$ cat src/rtl/vec_beat_streamer.sv
// Operand streamer: reads BEATS packed int8 word pairs from RAMs A/B and emits
// one lane-wise dot product per beat to the accumulator, with issue stall on hold.
//
// state | meaning
// IDLE  | waiting for start; busy drops the cycle after done
// ISSUE | one read per non-hold cycle until BEATS reads are issued
// DRAIN | reads finished, waiting for the in-flight beats to come out
module vec_beat_streamer #(
  parameter int BEATS  = 250,
  parameter int ADDR_W = 8,
  parameter int LANES  = 4,
  parameter int W_OUT  = 18
) (
  input  logic                 clk,
  input  logic                 rst,
  input  logic                 start,
  input  logic [ADDR_W-1:0]    base_addr,
  input  logic                 hold,
  output logic                 mem_rd_en,
  output logic [ADDR_W-1:0]    mem_rd_addr,
  input  logic [8*LANES-1:0]   mem_rd_a,
  input  logic [8*LANES-1:0]   mem_rd_b,
  output logic                 out_valid,
  output logic [W_OUT-1:0]     partial_sum,
  output logic                 busy,
  output logic                 done
);

  localparam int CW = $clog2(BEATS + 1);
  localparam logic [CW-1:0] LAST = CW'(BEATS - 1);

  typedef enum logic [1:0] {IDLE, ISSUE, DRAIN} state_t;

  state_t            state;
  logic [CW-1:0]     rd_cnt;
  logic [CW-1:0]     beat_cnt;
  logic [ADDR_W-1:0] next_addr;
  logic              data_vld;
  logic [W_OUT-1:0]  sum_next;
  logic [15:0]       prod;

  always_comb begin
    sum_next = '0;
    prod     = '0;
    for (int i = 0; i < LANES; i++) begin
      prod     = 16'(mem_rd_a[8*i +: 8]) * 16'(mem_rd_b[8*i +: 8]);
      sum_next = sum_next + W_OUT'(prod);
    end
  end

  always_ff @(posedge clk) begin
    if (rst) begin
      state       <= IDLE;
      rd_cnt      <= '0;
      beat_cnt    <= '0;
      next_addr   <= '0;
      data_vld    <= 1'b0;
      mem_rd_en   <= 1'b0;
      mem_rd_addr <= '0;
      out_valid   <= 1'b0;
      partial_sum <= '0;
      busy        <= 1'b0;
      done        <= 1'b0;
    end else begin
      mem_rd_en <= 1'b0;
      out_valid <= 1'b0;
      done      <= 1'b0;
      data_vld  <= mem_rd_en;

      case (state)
        IDLE: begin
          busy <= 1'b0;
          // done is still high in the done cycle, so a start there is ignored
          if (start && !done) begin
            busy      <= 1'b1;
            state     <= ISSUE;
            rd_cnt    <= '0;
            beat_cnt  <= '0;
            next_addr <= base_addr;
            if (!hold) begin
              mem_rd_en   <= 1'b1;
              mem_rd_addr <= base_addr;
              next_addr   <= base_addr + ADDR_W'(1);
              rd_cnt      <= CW'(1);
              if (BEATS == 1) state <= DRAIN;
            end
          end
        end
        ISSUE: begin
          if (!hold) begin
            mem_rd_en   <= 1'b1;
            mem_rd_addr <= next_addr;
            next_addr   <= next_addr + ADDR_W'(1);
            rd_cnt      <= rd_cnt + CW'(1);
            if (rd_cnt == LAST) state <= DRAIN;
          end
        end
        DRAIN: ;
        default: state <= IDLE;
      endcase

      if (data_vld) begin
        out_valid   <= 1'b1;
        partial_sum <= sum_next;
        beat_cnt    <= beat_cnt + CW'(1);
        if (beat_cnt == LAST) begin
          done  <= 1'b1;
          state <= IDLE;
        end
      end
    end
  end

endmodule

$ cat config.mk
export PLATFORM = sky130hd
export DESIGN_NAME = vec_beat_streamer
export DESIGN_NICKNAME = d
export VERILOG_FILES = /design/src/rtl/vec_beat_streamer.sv
export SDC_FILE = /design/constraint.sdc
export NUM_CORES = 1
export LEC_CHECK = 0
export CORE_ASPECT_RATIO = 1.5
export CORE_MARGIN = 2
export CORE_UTILIZATION = 55
export DETAILED_ROUTE_END_ITERATION = 10
export PLACE_DENSITY = 0.8
export SETUP_SLACK_MARGIN = 0.4
export SYNTH_ARGS = -nofsm -noshare
export SYNTH_HDL_FRONTEND = slang
export SYNTH_SLANG_ARGS = --single-unit
$ cat constraint.sdc
create_clock -name clk -period 8.1 [get_ports clk]
set_input_delay 1.62 -clock clk [delete_from_list [all_inputs] [get_ports clk]]
set_output_delay 1.62 -clock clk [all_outputs]
set_load 0.01 [all_outputs]
==> out/results.ini <==
[floorplanning]
ios=106
core_um2=21060
initial_core_util=0.5590
die_h_um=183.2
fp.dieW_um=123.5
placement_rows=65
die-area_um2=22620

[synth]
syn_area_per_cell_um2=8.941
netlist_area_um2=11780
synth_area_leaders=fa_1 (38%), ha_1 (14%), inv_1 (10%), dfxtp_1 (9.7%), and2_1 (8.1%)
synth_warnings=0
synth_area_leader_cell=fa_1
syn_nets=1752
synth_flop_cell=dfxtp_1
synth_top_family_by_area=adder cells
synth_xor_area_frac=0.01530
ys_seq_area_frac=0.09691
muxShareOfSynthArea=0.008713
yosys.area_share.simple=0.1871
synthCells=1317
synth_edf_count=0
async_flop_share=0
synth-compound-area-share=0.05855
ys_ff_latch=57
yosys-top-cells-count=inv_1 (317), fa_1 (224), nand2_1 (159)
synth_adder_area_share=0.5243
synth_most_common_cell=inv_1
yosysTopAreaCellShare=0.3808
synth_cell_types=61

[hold_path]
holdPathStages=2
holdPathEnd=partial_sum[7]
hp-class=register to register
hold_start=partial_sum[7]

[clocking]
cts.reportedPaths.clkPinSlew_ns=0.05
cts_buffers=9
cts_max_level=3
cts_tree=yes
root_buffer=clkbuf_16
worstSkewPairLatency_ns=0.33
clock-sinks=57
clock_path_buffers=2

[worst_setup_path]
rr_worst_depth=5
worstPathArrival_ns=7.82
required_ns=8.32
r2r_slack_ns=5.97
cp-end-kind=register
critPathMaxFanout=8
critPathLaunchType=primary input
path_class=primary input to register
timing.rr.end=mem_rd_addr[4]
regToRegStartpoint=state[0]

[timing]
setup_viol=0
tightest_slew_ns=0.7513
slew_violations=0
maxSlewHeadroom=0.4991
layout_worst_path_cycle_share=0.9385
tns_ns=0
clock.fmax_mhz=131.5
finalHoldViolations=0
rsz0062_at_grt=true
fin_crit_ns=7.602
clock_skew_ns=0.005431

[global_route]
antenna_found_initial=1
grt_pass1_wl_um=48800
grt_pass1_vias=10730
overflow=0
grt_max_degree=52
grtUsageTotal=0.2747

[drt]
wl_per_cell_um=16.15
drc=0
vias_per_cell=5.321
ant_nets=0
first_iter_violations=298
wl_um=28750
first_pass_iters=5
routed-via-count=9472

[place]
post_dp_cell_area_um2=13720
dp_hpwl_um=25180
gp_congestion=0.9004
io_buffer_count=105
dp.cells=1756

[final_layout]
num-nets-final=1942
finish.utilization=0.6702
finalInstanceArea_um2=14120
drive_above_1_share=0.1270
syn_to_final_growth_pct=19.89
antenna_cells=0
final_cell_count_no_fill=1780

[job]
maxCapViolations=0

[run_status]
status=finished clean

[kinds of logic (layout without fill, tap and decap cells)]
group,Yosys count,in the layout
muxes,10,10
DFF,57,57
AOI/OAI and AO/OA,103,103
adders and majority gates,359,359
and+or+nand+nor,430,430
buffers and inverters,339,534
xor gates and xnor gates,19,19
[sequential cells by signal, indices dropped and copies added (netlist names), 2 cells and up]
signal and flops:
state 2, beat_cnt 8, next_addr 8, partial_sum 18, mem_rd_addr 8, rd_cnt 8
[cell usage in the layout, fill, tap and decap left out, types with 16 or more instances in the layout]
master / synthesis / final
fa_1: 224 / 215
clkdlybuf4s50_1: 0 / 43
nand2_1: 159 / 158
ha_1: 135 / 127
clkbuf_2: 1 / 35
nand3_1: 19 / 19
a21oi_1: 36 / 34
dlygate4sd2_1: 0 / 16
inv_1: 317 / 315
buf_4: 1 / 92
dfxtp_1: 57 / 57
o21ai_0: 17 / 16
and2_1: 152 / 150
nor2_1: 35 / 35
[repair_timing]
item                                    CTS  global route
buffers inserted                          2             6
endpoints found under the setup margin   10             7
hold buffers                              0             0
resized for setup                        86            90
pin swaps                                39            25
[metal layers]
metal / vias to the layer above / wire length (um) / share of wire / track usage
li1: 4399 / - / - / -
met1: 4677 / 9637 / 0.34 / 0.2688
met2: 262 / 16050 / 0.56 / 0.5235
met3: 132 / 1107 / 0.038 / 0.04198
met4: 2 / 1947 / 0.068 / 0.1673
met5: - / 13 / 0.00045 / 0
[worst max path at each step]
stage,from,to,depth (start not counted)
global route,mem_rd_a[5],partial_sum[15],18
floorplan,mem_rd_a[30],partial_sum[14],17
finish,mem_rd_b[27],partial_sum[14],19
global placement,mem_rd_a[27],partial_sum[13],18
detailed placement,mem_rd_a[2],partial_sum[17],22
CTS,mem_rd_a[18],partial_sum[14],19
[stage by stage]
step | worst slack (ns) | hold slack, ns
final | 0.4981 | 0.4682
after global routing | 0.3842 | 0.4977
after CTS | 0.4046 | 0.4733
after detailed placement | -0.2728 | 0.4546
after global placement | -0.1944 | 0.4533
after floorplan | 0.6776 | 0.4464
[area by class of cell]
cell class,instances,area [um2]
Clock buffer,10,239.0
Clock inverter,6,105.1
Fill cell,1662,6947
Inverter,317,1190
Multi-Input combinational cell,921,9505
Sequential cell,57,1141
Tap cell,268,335.3
Timing Repair Buffer,201,1602
[critical path, stage by stage]
cell	delay [ns]
clkdlybuf4s18_2	0.29
nand2_1	0.11
fa_1	0.55
inv_1	0.07
fa_1	0.53
inv_1	0.05
fa_1	0.46
fa_1	0.50
inv_1	0.05
fa_1	0.53
fa_1	0.46
fa_1	0.58
fa_1	0.48
ha_4	0.30
o21ai_2	0.06
o21a_1	0.20
or4_4	0.54
a21bo_1	0.18
a32o_1	0.24
Power is left out: the tool's default activity adds up to more than one toggle a clock period on the data nets, which glitch-free logic cannot reach.
